--- src/rtl/seq_detect_param.sv ---
// rtl/seq_detect_param.sv - serial pattern detector with loadable pattern and saturating match count
module seq_detect_param #(
  parameter int             LEN         = 9,
  parameter int             CNT_W       = 8,
  parameter logic [LEN-1:0] DEFAULT_PAT = 9'b011010101
) (
  input  logic             clk,
  input  logic             rst,
  input  logic             en,
  input  logic             in,
  input  logic             overlap,
  input  logic             pat_wr,
  input  logic [LEN-1:0]   pat_data,
  input  logic             cnt_clr,
  output logic             out,
  output logic [CNT_W-1:0] match_cnt
);

  localparam int FW = $clog2(LEN + 1);

  logic [LEN-1:0] hist;
  logic [LEN-1:0] pat;
  logic [FW-1:0]  fill;
  logic [LEN-1:0] shifted;
  logic           accept;
  logic           match;

  // A pattern load owns the cycle, so the bit presented alongside it is dropped.
  assign accept  = en && !pat_wr;
  assign shifted = {hist[LEN-2:0], in};
  assign match   = accept && (fill >= FW'(LEN - 1)) && (shifted == pat);

  always_ff @(posedge clk) begin
    if (rst) begin
      hist      <= '0;
      fill      <= '0;
      pat       <= DEFAULT_PAT;
      out       <= 1'b0;
      match_cnt <= '0;
    end else begin
      out <= match;

      if (pat_wr) begin
        pat  <= pat_data;
        fill <= '0;
      end else if (en) begin
        hist <= shifted;
        if (match && !overlap)
          fill <= '0;
        else if (fill != FW'(LEN))
          fill <= fill + FW'(1);
      end

      // Clear wins over the old value but still counts a same-cycle match.
      if (cnt_clr)
        match_cnt <= match ? CNT_W'(1) : '0;
      else if (match && !(&match_cnt))
        match_cnt <= match_cnt + CNT_W'(1);
    end
  end

endmodule

--- config.mk ---
export PLATFORM = sky130hd
export DESIGN_NAME = seq_detect_param
export DESIGN_NICKNAME = d
export VERILOG_FILES = /design/src/rtl/seq_detect_param.sv
export SDC_FILE = /design/constraint.sdc
export NUM_CORES = 1
export LEC_CHECK = 0
export ABC_AREA = 1
export CAP_MARGIN = 20
export CORE_AREA = 2 2 60 62
export CTS_BUF_LIST = sky130_fd_sc_hd__clkbuf_8
export DETAILED_ROUTE_END_ITERATION = 10
export DIE_AREA = 0 0 62 64
export GPL_TIMING_DRIVEN = 0
export PLACE_DENSITY_LB_ADDON = 0.05
export RECOVER_POWER = 25
export REMOVE_ABC_BUFFERS = 1
export SLEW_MARGIN = 20
export SYNTH_ARGS = -nofsm -noshare
export SYNTH_HDL_FRONTEND = slang
export SYNTH_SLANG_ARGS = --single-unit
--- constraint.sdc ---
create_clock -name clk -period 1.5 [get_ports clk]
set_input_delay 0.45 -clock clk [delete_from_list [all_inputs] [get_ports clk]]
set_output_delay 0.45 -clock clk [all_outputs]
set_load 0.02 [all_outputs]
Word level (Yosys, flattened, before mapping)
Cells that the tools add are included.

storage, ports and cells
  bits in registers = 30
  bits in latches = 0
  bits in writable memories = 0
  ROM bits = 0
  input bits = 16
  output and inout port bits = 9
  logic and storage cells = 30
  memories kept = 0

operators by class
  add/subtract/negate cells = 2
  $mul = 0
  div/mod/pow operators = 0
  $lt $le $gt $ge = 1
  equality and inequality tests = 2
  shifts and indexed selects = 0
  mux-type cells = 5
  bitwise gates (word level) = 1
  reduce and logical (&&, ||, !) cells = 14

operator list
  cell                                                      number
  two-way mux 8 bit                                         2
  == test 9 bit                                             1
  adder 8 x 1 -> 8 bit, second input constant               1
  two-way mux 4 bit                                         2
  AND reduction 8 bit                                       1
  logical AND 1 bit                                         5
  adder 4 x 1 -> 4 bit, second input constant               1
  greater-or-equal comparator 4 bit, second input constant  1
  != test 4 bit, second input constant                      1
  AND reduction 2 bit                                       2
  nonzero test 2 bit                                        2
  zero test 1 bit                                           3
  OR reduction 2 bit                                        1
  two-way mux 1 bit                                         1
  NOT 1 bit                                                 1

Depth between registers and ports, before layout
  word-level depth = 7
  mapped depth = 12
  gate-level depth less buffers = 12

Worst setup path before layout
OpenSTA, ideal clock, no wires.

  kind = flip-flop to flip-flop
  start point = register match_cnt[0]
  end point = register match_cnt[5]
  data arrival time = 1.521 ns
  slack = -0.136 ns
  stages on the path, launching flop included = 9
  path buffers = 0
  period minus slack after synthesis = 1.636 ns
  cells stage by stage = dfxtp_1 ha_1 nand2_1 nor3b_2 nand3_2 nand3_4 nand2_1 a21oi_1 nor2_1

between the ends
  cells in the longest elaborated chain, start to end = 4

ends and longest elaborated chain
  item                                                          RTL line  source
  from (decl)                                                   16        output logic [CNT_W-1:0] match_cnt
  from (signal assigned)                                        56        match_cnt <= match ? CNT_W'(1) : '0;
  from (signal assigned)                                        58        match_cnt <= match_cnt + CNT_W'(1);
  branches (longest 4 deep; another with adder 8 x 1 -> 8 bit)  -

Several ways; the timed one is not identified. The select of a mux whose other input is x is not followed.
A chain may end at the register's enable or synchronous reset.

Worst setup path after layout
  start point = register match_cnt[2]
  end point = output port match_cnt[2]

No word-level cell between the ends.

==> run summary <==
initial antenna violation count = 0
total gr overflow = 0
CTS Sinks = 30
Slew Viols, Final = 0
DP Cell Count = 288
Root Driver = clkbuf_8
final total power = 1.71 mW
Util after Layout = 63.4%
number of flops mapped to enable cells by yosys = 0
FF/Latch Area = 616 µm²
gr usage total = 18.3%
top-count cell post-synth = nand2_1
Hold Path Class = reg -> reg
Syn Area/Cell = 7.07 µm²
post-synth top area share = 37.9%
Worst-Skew Late Latency = 0.28 ns
fmax = 0.661 GHz
Synth Flop Type = dfxtp_1
Final Non-Filler Cells = 302
hold path depth = 2
drt first pass iters = 4
critical path startpoint = match_cnt[2]
critical path, cell by cell = dlygate4sd2_1
FF-to-FF Start = match_cnt[0]
cell taking the most area after synthesis = dfxtp_1
PortBufs = 24
critical path's largest stage delay = 0.43 ns
die height = 64 µm
CTS Hold Buffers Added = 0
Final GP Congestion = 0.803
failing checks = setup timing
initial core utilization = 48.2%
WP data required = 1.05 ns
worst-margin pin slew = 0.408 ns
Yosys cell types = 28
max_slew headroom = 72.7%
Detailed Route WL = 3450 µm
RSZ-0062 raised after global routing = yes
R2R Path End = match_cnt[5]
Warnings, synthesis = 0
floorplan die area = 0.00397 mm²
layout cell share with drive strength beyond 1 = 26.6%
Post-Synthesis Cell Area = 0.00158 mm²
CORE AREA = 0.00328 mm²
top cells by area, synth = dfxtp_1 (38%), nand2_1 (12%), a21oi_1 (7.0%), inv_1 (6.9%), o21ai_0 (5.7%)
largest net degree at the start of global routing = 15
drt first-iter violations = 113
Power Dens Cells = 821 mW/mm²
Max Cap Viol = 0
area of the multi-input gates = 922 µm²
CP Launch Type = flip-flop
Die X = 62 µm
total CTS buffers = 5
H-tree depth = 2
first-pass GRT wire length = 5450 µm
Slowest cell on crit path = dfxtp_1
status = complete, but fails checks
crit path DAT = 1.06 ns
worst hold slack = 0.469 ns
CTS tree = built
Layout fillers = 307
Setup CP Type = reg -> out
via count = 1,472
cell area after layout = 0.00208 mm²
Hold Fails Final Rpt = 0
Setup WS pre-CTS = -0.978 ns
vias in the first global route = 1,299
Max VDD drop = 696 µV
Post-layout nets = 277
final setup fails = 1
post-detail-place hpwl = 2390 µm
antenna-violating nets left = 0
# diodes = 0
Crit path depth = 1
Synth top cells by count = nand2_1 (49), dfxtp_1 (30), inv_1 (29), a21oi_1 (22)
Area after DPL = 0.00185 mm²
DRC Markers = 0
# IOs = 25
Top Family by Delay on Critical Path = flip-flops
drt wl/cell = 11.4 µm
Synth Register Bits = 30
Max clock buf depth = 2
Async SR Flop Fraction = 0%
r2r worst-path depth = 8
Sum Neg Setup Slack = -0.0131 ns
fin crit share = 101%
Vias/cell = 4.87
post-layout min period = 1.51 ns
Crit Path Max Fanout = 4
Worst-path clk slew = 0.06 ns
final clock skew = 0.00513 ns
WP buf/inv = 1
r2r setup slk = 0.03 ns
num rows = 21
Post-Synthesis Cells = 224
Area Overhead vs Synth = 31.4%
sequential fraction of the synthesis area = 37.9%
CP Capture Type = output pin
leakage power = 0.929 nW
Critical Path End = match_cnt[2]
final setup margin = -0.0131 ns
==> report_power, final <==
group	internal (mW)	switching [mW]	total, mW	leakage, nW
combinational	0.0984	0.122	0.221	0.637
clock	0.353	0.281	0.634	0.0431
sequential	0.829	0.0253	0.855	0.249
total	1.28	0.428	1.71	0.929
==> cell type report <==
class / instances / area share, %
inverter: 32 / 6.19
sequential: 30 / 29.6
multi-input combinational: 156 / 44.3
timing repair buffer: 32 / 13.2
clock buffer: 6 / 3.97
tap: 46 / 2.77
==> cells in the final DEF, fill, tap and decap left out, types with 6 or more instances in the layout <==
cell type / n
o21ai_0: 17
a21oi_1: 20
nor2_1: 15
nand2_2: 9
clkdlybuf4s50_1: 8
dlygate4sd2_1: 7
nand3_1: 13
dfxtp_2: 6
inv_1: 25
dfxtp_1: 22
nand2_1: 40
clkbuf_8: 6
buf_4: 8
==> per-layer routing <==
metal  vias to the layer above  routed length, µm  GRT usage, %
met2                        30               1720          28.4
met5                         -                  0             0
li1                        783                  -             -
met1                       653               1560          22.5
met4                         0                 42          7.45
met3                         6                129          6.48
==> what timing repair did <==
action / CTS / global route
buffers inserted: 4 / 4
pin swaps: 6 / 10
gates resized for setup: 30 / 39
setup endpoints to repair: 36 / 29
==> state kept, by name, indices dropped and copies added, names as in the netlist <==
register	flops
match_cnt	8
pat	9
hist	8
fill	4
out	1
==> kinds of logic after synthesis <==
group                      share of synthesized area [%]
adders and majority gates                           3.16
buffers and inverters                               9.56
DFF                                                 37.9
xor gates and xnor gates                            2.21
and+or+nand+nor                                     32.6
AOI/OAI and AO/OA                                   14.5
==> worst min path at each step <==
stage	from	end
global route	hist[4]	hist[5]
global placement	pat[8]	pat[8]
floorplan	hist[6]	hist[7]
detailed placement	pat[8]	pat[8]
CTS	pat[8]	pat[8]
finish	pat[8]	pat[8]
(Power assumes the default switching activity.)
